<file path="src/rtl/rrv64_clkgate_ctrl.sv">
// rrv64_clkgate_ctrl
// Enable-side controller for the L1D clock-gate cell. It watches L1D activity,
// gates the clock after a programmable idle window, re-enables it on any wake
// source, and holds ready_o low for a settle window before the gated clock is
// reported usable. Runs on the free-running clock at the gate cell's input.
module rrv64_clkgate_ctrl #(
    parameter int IDLE_CYCLES = 16,
    parameter int WAKE_CYCLES = 2,
    parameter int CNT_W       = 8,
    parameter int STAT_W      = 16
) (
    input  logic              clk_i,
    input  logic              rst_i,
    input  logic              busy_i,
    input  logic              wake_req_i,
    input  logic              gate_allow_i,
    input  logic              scan_mode_i,
    output logic              clk_enable_o,
    output logic              clk_senable_o,
    output logic              ready_o,
    output logic              gated_o,
    output logic [STAT_W-1:0] gate_cnt_o
);

    typedef enum logic [1:0] {
        ST_RUN   = 2'd0,
        ST_COUNT = 2'd1,
        ST_GATED = 2'd2,
        ST_WAKE  = 2'd3
    } state_t;

    localparam logic [CNT_W-1:0] IDLE_LOAD = CNT_W'(IDLE_CYCLES - 1);
    localparam logic [CNT_W-1:0] WAKE_LOAD = CNT_W'(WAKE_CYCLES - 1);

    state_t             state_q, state_d;
    logic [CNT_W-1:0]   cnt_q, cnt_d;
    logic [STAT_W-1:0]  gate_cnt_q;
    logic               gate_entry;
    logic               idle;
    logic               clk_enable_q;
    logic               ready_q;
    logic               gated_q;

    // The gate may only close when nothing needs the clock and gating is permitted.
    assign idle = !busy_i && !wake_req_i && gate_allow_i && !scan_mode_i;

    // Next-state and counter decode for the idle / gated / settle sequence.
    always_comb begin
        // NOTE: every signal written here gets a default first, so no path can
        // leave it unassigned and infer a latch.
        state_d    = state_q;
        cnt_d      = cnt_q;
        gate_entry = 1'b0;
        case (state_q)
            ST_RUN: begin
                if (idle) begin
                    state_d = ST_COUNT;
                    cnt_d   = IDLE_LOAD;
                end
            end
            ST_COUNT: begin
                // Any wake source, even on the terminal count, abandons the window.
                if (!idle) begin
                    state_d = ST_RUN;
                end else if (cnt_q == '0) begin
                    state_d    = ST_GATED;
                    gate_entry = 1'b1;
                end else begin
                    cnt_d = cnt_q - CNT_W'(1);
                end
            end
            ST_GATED: begin
                if (!idle) begin
                    state_d = ST_WAKE;
                    cnt_d   = WAKE_LOAD;
                end
            end
            ST_WAKE: begin
                // Inputs are ignored: a started wake always runs to completion.
                if (cnt_q == '0) begin
                    state_d = ST_RUN;
                end else begin
                    cnt_d = cnt_q - CNT_W'(1);
                end
            end
            default: begin
                state_d = ST_RUN;
            end
        endcase
    end

    // State and counter registers.
    always_ff @(posedge clk_i or posedge rst_i) begin
        // NOTE: sequential state uses non-blocking assignments so every register
        // samples the pre-edge values regardless of statement order.
        if (rst_i) begin
            state_q <= ST_RUN;
            cnt_q   <= '0;
        end else begin
            state_q <= state_d;
            cnt_q   <= cnt_d;
        end
    end

    // Status outputs registered from the next state so they change with the edge that moves the FSM.
    always_ff @(posedge clk_i or posedge rst_i) begin
        if (rst_i) begin
            clk_enable_q <= 1'b1;
            ready_q      <= 1'b1;
            gated_q      <= 1'b0;
        end else begin
            clk_enable_q <= (state_d != ST_GATED);
            ready_q      <= (state_d == ST_RUN) || (state_d == ST_COUNT);
            gated_q      <= (state_d == ST_GATED);
        end
    end

    // Saturating count of entries into the gated state.
    always_ff @(posedge clk_i or posedge rst_i) begin
        if (rst_i) begin
            gate_cnt_q <= '0;
        end else if (gate_entry && (gate_cnt_q != '1)) begin
            gate_cnt_q <= gate_cnt_q + STAT_W'(1);
        end
    end

    // Scan enable bypasses the FSM entirely so scan shifting never depends on state or reset.
    assign clk_senable_o = scan_mode_i;
    assign clk_enable_o  = clk_enable_q;
    assign ready_o       = ready_q;
    assign gated_o       = gated_q;
    assign gate_cnt_o    = gate_cnt_q;

endmodule

</file>
<file path="config.mk">
export PLATFORM = sky130hd
export DESIGN_NAME = rrv64_clkgate_ctrl
export DESIGN_NICKNAME = d
export VERILOG_FILES = /design/src/rtl/rrv64_clkgate_ctrl.sv
export SDC_FILE = /design/constraint.sdc
export NUM_CORES = 1
export LEC_CHECK = 0
export CORE_AREA = 2 2 58 60
export CTS_BUF_LIST = sky130_fd_sc_hd__clkbuf_4
export DETAILED_ROUTE_END_ITERATION = 8
export DIE_AREA = 0 0 60 62
export GPL_TIMING_DRIVEN = 0
export PLACE_DENSITY_LB_ADDON = 0.05
export SLEW_MARGIN = 15
export SYNTH_ARGS = -nofsm -noshare
export SYNTH_HDL_FRONTEND = slang
export SYNTH_SLANG_ARGS = --single-unit
</file>
<file path="constraint.sdc">
create_clock -name clk_i -period 3.5 [get_ports clk_i]
set_clock_uncertainty 0.05 [all_clocks]
set_input_delay 1.05 -clock clk_i [delete_from_list [all_inputs] [get_ports clk_i]]
set_output_delay 1.05 -clock clk_i [all_outputs]
set_load 0.1 [all_outputs]
</file>
======== Word-level counts from Yosys, hierarchy flattened ========
Index checks and enable logic that the tools add are counted.
storage, ports and cells
  register bits after elaboration ......... 29
  bits of input ports ..................... 6
  output and inout port bits .............. 20
  logic and storage cells ................. 44
operators by class
  add/subtract/negate cells ............... 2
  equal/unequal tests ..................... 10
  multiplexer cells ....................... 14
  reduce and logical (&&, ||, !) cells .... 12
operators by type and width
  cell                                                 count
  2-to-1 mux 8 bit                                     4
  case mux 8 bit (4 select lines)                      1
  adder 16 x 1 -> 16 bit, second input constant        1
  != test 16 bit, second input constant                1
  2-to-1 mux 2 bit                                     5
  zero test 8 bit                                      1
  != test 2 bit, second input constant                 4
  case mux 2 bit (4 select lines)                      1
  subtractor 8 x 1 -> 8 bit, second input constant     1
  equality test 2 bit, second input constant           3
  equality test 2 x 1 -> 1 bit, second input constant  2
  logical AND 1 bit                                    4
  zero test 2 bit                                      2
  zero test 1 bit                                      3
  2-to-1 mux 1 bit                                     3
  AND reduction 3 bit                                  1
  logical OR 1 bit                                     1

======== Logic depth before layout (Yosys ltp) ========
  word-level depth ........................ 8
  depth in mapped cells ................... 8
  gate-level depth less buffers ........... 7

======== Worst setup path after synthesis ========
OpenSTA, ideal clock, no wires.
  path type ............................... reg2reg
  from .................................... register gate_cnt_q[0] (netlist: gate_cnt_o[0])
  to ...................................... register gate_cnt_q[6] (netlist: gate_cnt_o[6])
  setup time .............................. 0.164 ns
  arrival ................................. 2.516 ns
  required time ........................... 3.286 ns
  path slack .............................. 0.770 ns
  cell stages (with the launch flop) ...... 8
  path buffers ............................ 1
  clock period less this slack ............ 2.730 ns
  cell sequence ........................... dfrtp_1 > ha_1 > nand4_1 > or3_1 > o211ai_1 > buf_2 > nor3_1 > xor2_1
between the ends
  longest elaborated chain between the ends .. 2
  elaborated cells on any way between the ends .. 3
  those cells by class .................... add/sub (1); eq/ne (1); reduce/logical (1)
RTL lines
  element                                                                         RTL line  RTL
  start: declaration                                                              37        logic [STAT_W-1:0] gate_cnt_q;
  start signal: assignment                                                        123       gate_cnt_q <= gate_cnt_q + STAT_W'(1);
  parallel branches: the longest is 2 deep, another holds adder 16 x 1 -> 16 bit  --
Parallel ways; which one is timed is not known.
A chain may end at the register's enable or synchronous reset.

======== Final worst setup path ========
  from .................................... input port scan_mode_i
  to ...................................... output port clk_senable_o
RTL lines
  element             RTL line  RTL
  start: declaration  17        input logic scan_mode_i,
  end: declaration    19        output logic clk_senable_o,
No word-level cell between the ends.

==> flow_summary.json <==
{
  "p_leak_uw": 0.000839,
  "fp.dieW_um": 60,
  "drc": 0,
  "dr.pass1.iters": 4,
  "rows": 21,
  "clock_tree.buffer_depth": 2,
  "clockRootBuffer": "clkbuf_4",
  "reg2regPathDepth": 7,
  "synth_enable_flop_cells": 0,
  "hold_viol": 0,
  "vdd_drop_max_mv": 0.230,
  "critPathLaunchType": "input port",
  "h-tree-depth": 2,
  "worstSetupPathType": "input port to output port",
  "setup_violations": 0,
  "grt_use_total_pct": 18.0,
  "die_y_um": 62,
  "netSwitchingFraction_pct": 25.4,
  "area_growth_pct": 25.0,
  "status": "complete, no violations",
  "synth_seq_cells": 29,
  "multiInputGateArea_um2": 636,
  "wl_per_cell_um": 13.0,
  "power.switching_uw": 155,
  "crit_required_ns": 2.40,
  "fillers": 276,
  "gr-total-overflow": 0,
  "syn_area_um2": 1460,
  "seq_area_um2": 728,
  "grt_max_degree": 30,
  "grt_setup_unrepaired": "no",
  "power.density_nw_per_um2": 335,
  "cts_tree": "yes",
  "p_int_uw": 457,
  "gp_congestion": 0.763,
  "synth-seq-area-share_pct": 49.9,
  "power_frac_seq_pct": 57.9,
  "worstSkewPairLatency_ns": 0.32,
  "die_area_um2": 3720,
  "ctsResizeCount": 3,
  "crit_chain": "clkdlybuf4s50_1, buf_4, clkdlybuf4s15_2",
  "place_ws_ns": -0.365,
  "period_needed_ns": 3.28,
  "start_util_pct": 45.9,
  "min_path_type": "flop to flop",
  "synth.distinct_cells": 39,
  "r2r_start": "gate_cnt_o[0]",
  "synth_nets": 152,
  "synth_top_flop_cell": "dfrtp_1",
  "cp-endpoint": "clk_senable_o",
  "worst_slew_pin_slew_ns": 1.02,
  "cts_buffers": 5,
  "n_antenna_cell": 0,
  "max_freq_mhz": 305,
  "cp_max_fo": 2,
  "relSlewSlack_pct": 31.7,
  "via_per_inst": 5.10,
  "cts_hold_buf": 0,
  "first_global_vias": 1124,
  "cts_sinks": 29,
  "coreArea_um2": 3180,
  "syn-instance-count": 143,
  "vias": 1133,
  "critPathMaxStageDelay_ns": 0.54,
  "drive_above_1_share_pct": 13.1,
  "antenna_found_initial": 0,
  "syn_avg_cell_area_um2": 10.2,
  "crit_start": "scan_mode_i",
  "nets": 184,
  "clk_pin_slew_worst_paths_ns": 0.09,
  "yosys_warnings": 0,
  "cap_viol_max_count": 0,
  "totalWireLength_um": 2880,
  "clkPwrFrac_pct": 33.8,
  "pwr-share-comb_pct": 8.3,
  "async_flop_share_pct": 100,
  "final_util_pct": 57.4,
  "fin_crit_sh_pct": 93.7,
  "r2r_slack_ns": 1.22,
  "num_io_pins": 26,
  "grt_pass1_wl_um": 4980,
  "design_area_um2": 1820,
  "reg2reg_to": "gate_cnt_o[8]",
  "dr.first_iter.drc_count": 39,
  "postCtsSetupRepairBufs": 0,
  "slew_violations": 0,
  "antenna_left": 0,
  "fin_ws_ns": 0.221,
  "post-dp-hpwl_um": 2110,
  "portBuffers": 25,
  "critPathArrivalTime_ns": 2.18,
  "end_kind": "output port",
  "placed_cell_area_um2": 1770,
  "cp_slowest_cell": "clkdlybuf4s15_2"
}
cells by family (layout without fill, tap and decap cells):
kind of cell,count (synthesis),in the layout,synth area share (%)
XOR/XNOR,15,15,9.00
flip-flops,29,29,49.9
AO/OA/AOI/OAI,20,20,8.66
AND/OR/NAND/NOR,58,58,21.9
buffers and inverters,16,49,6.52
multiplexers,2,2,1.46
adder cells (fa/ha/maj),3,3,2.57
power by group through the flow:
stage	combinational, uW	sequential (uW)	clock, uW
floorplan	33.4	362	0
global placement	50.4	360	0
detailed placement	51.4	361	0
CTS	51.4	354	212
global route	58.2	356	232
finish	50.8	354	207
worst max-delay path, delay by kind of cell:
kind	cells	cell delay, ns
buffers and inverters	3	1.13
per-layer routing:
layer / wire [um] / vias to the layer above / global-route usage, %
met5: 0 / - / 0
met4: 29 / 0 / 6.67
met3: 85 / 5 / 4.35
met2: 1490 / 22 / 30.6
met1: 1280 / 555 / 22.5
li1: - / 551 / -
worst min path at each step:
stage	from	end	slack [ns]	depth (start not counted)
6_report	gate_cnt_o[15]	gate_cnt_o[15]	0.45	1
5_1_grt	gate_cnt_o[8]	gate_cnt_o[8]	0.49	1
4_1_cts	gate_cnt_o[15]	gate_cnt_o[15]	0.46	1
2_1_floorplan	cnt_q[7]	cnt_q[7]	0.41	1
3_5_place_dp	gate_cnt_o[15]	gate_cnt_o[15]	0.44	1
3_3_place_gp	gate_cnt_o[15]	gate_cnt_o[15]	0.43	1
sequential cells by signal, summed over array words and instances, names as in the netlist:
| name | cells |
|---|---|
| ready_o | 1 |
| gate_cnt_o | 16 |
| gated_o | 1 |
| state_q | 2 |
| cnt_q | 8 |
| clk_enable_o | 1 |
per-stage QoR:
stage / std cells / TNS (ns) / hold WS, ns / power, uW
5_1_grt: 222 / 0 / 0.489 / 646
2_1_floorplan: 143 / 0 / 0.411 / 395
3_5_place_dp: 214 / -0.365 / 0.438 / 412
3_3_place_gp: 214 / -0.348 / 0.434 / 410
4_1_cts: 222 / 0 / 0.455 / 617
6_report: 222 / 0 / 0.449 / 612
cell usage in the layout, fill, tap and decap left out, types with 2 or more instances in the layout:
cell             netlist  routed
nand4_1                3       3
a21oi_1                4       4
o31ai_1                2       2
and4_1                 2       2
nor2_1                13      13
clkbuf_4               0       7
xnor2_1                5       5
dfstp_2                2       2
dfrtp_1               27      27
nand3_1                8       8
inv_1                 11      10
clkinv_1               0       2
nor3_1                 9       9
nor4_1                 2       2
xor2_1                10      10
o21ai_0                8       8
clkdlybuf4s50_1        0      24
o31a_1                 2       2
or3_1                  2       2
nand2_1                8       8
ha_1                   3       3
and2_2                 2       2
cells in the mapped netlist, types with 2 or more instances:
master	number	share of area (%)
xor2_1	10	6.0
nor2_1	13	3.3
nand2_1	8	2.1
nor3_1	9	3.1
xnor2_1	5	3.0
nor4_1	2	0.86
or3_1	2	0.86
o31ai_1	2	1.0
ha_1	3	2.6
o31a_1	2	1.2
inv_1	11	2.8
nand3_1	8	2.7
and2_2	2	1.0
dfstp_2	2	3.6
a21oi_1	4	1.4
o21ai_0	8	2.7
and4_1	2	1.2
dfrtp_1	27	46
nand4_1	3	1.3
cell type report:
class	instances	area share, %
timing repair buffer	25	13.8
multi-input combinational	98	34.8
buffer	4	2.06
sequential	29	39.9
inverter	12	3.16
clock inverter	1	0.206
tap	46	3.16
clock buffer	7	2.88
Power figures use the tool's default switching activity.
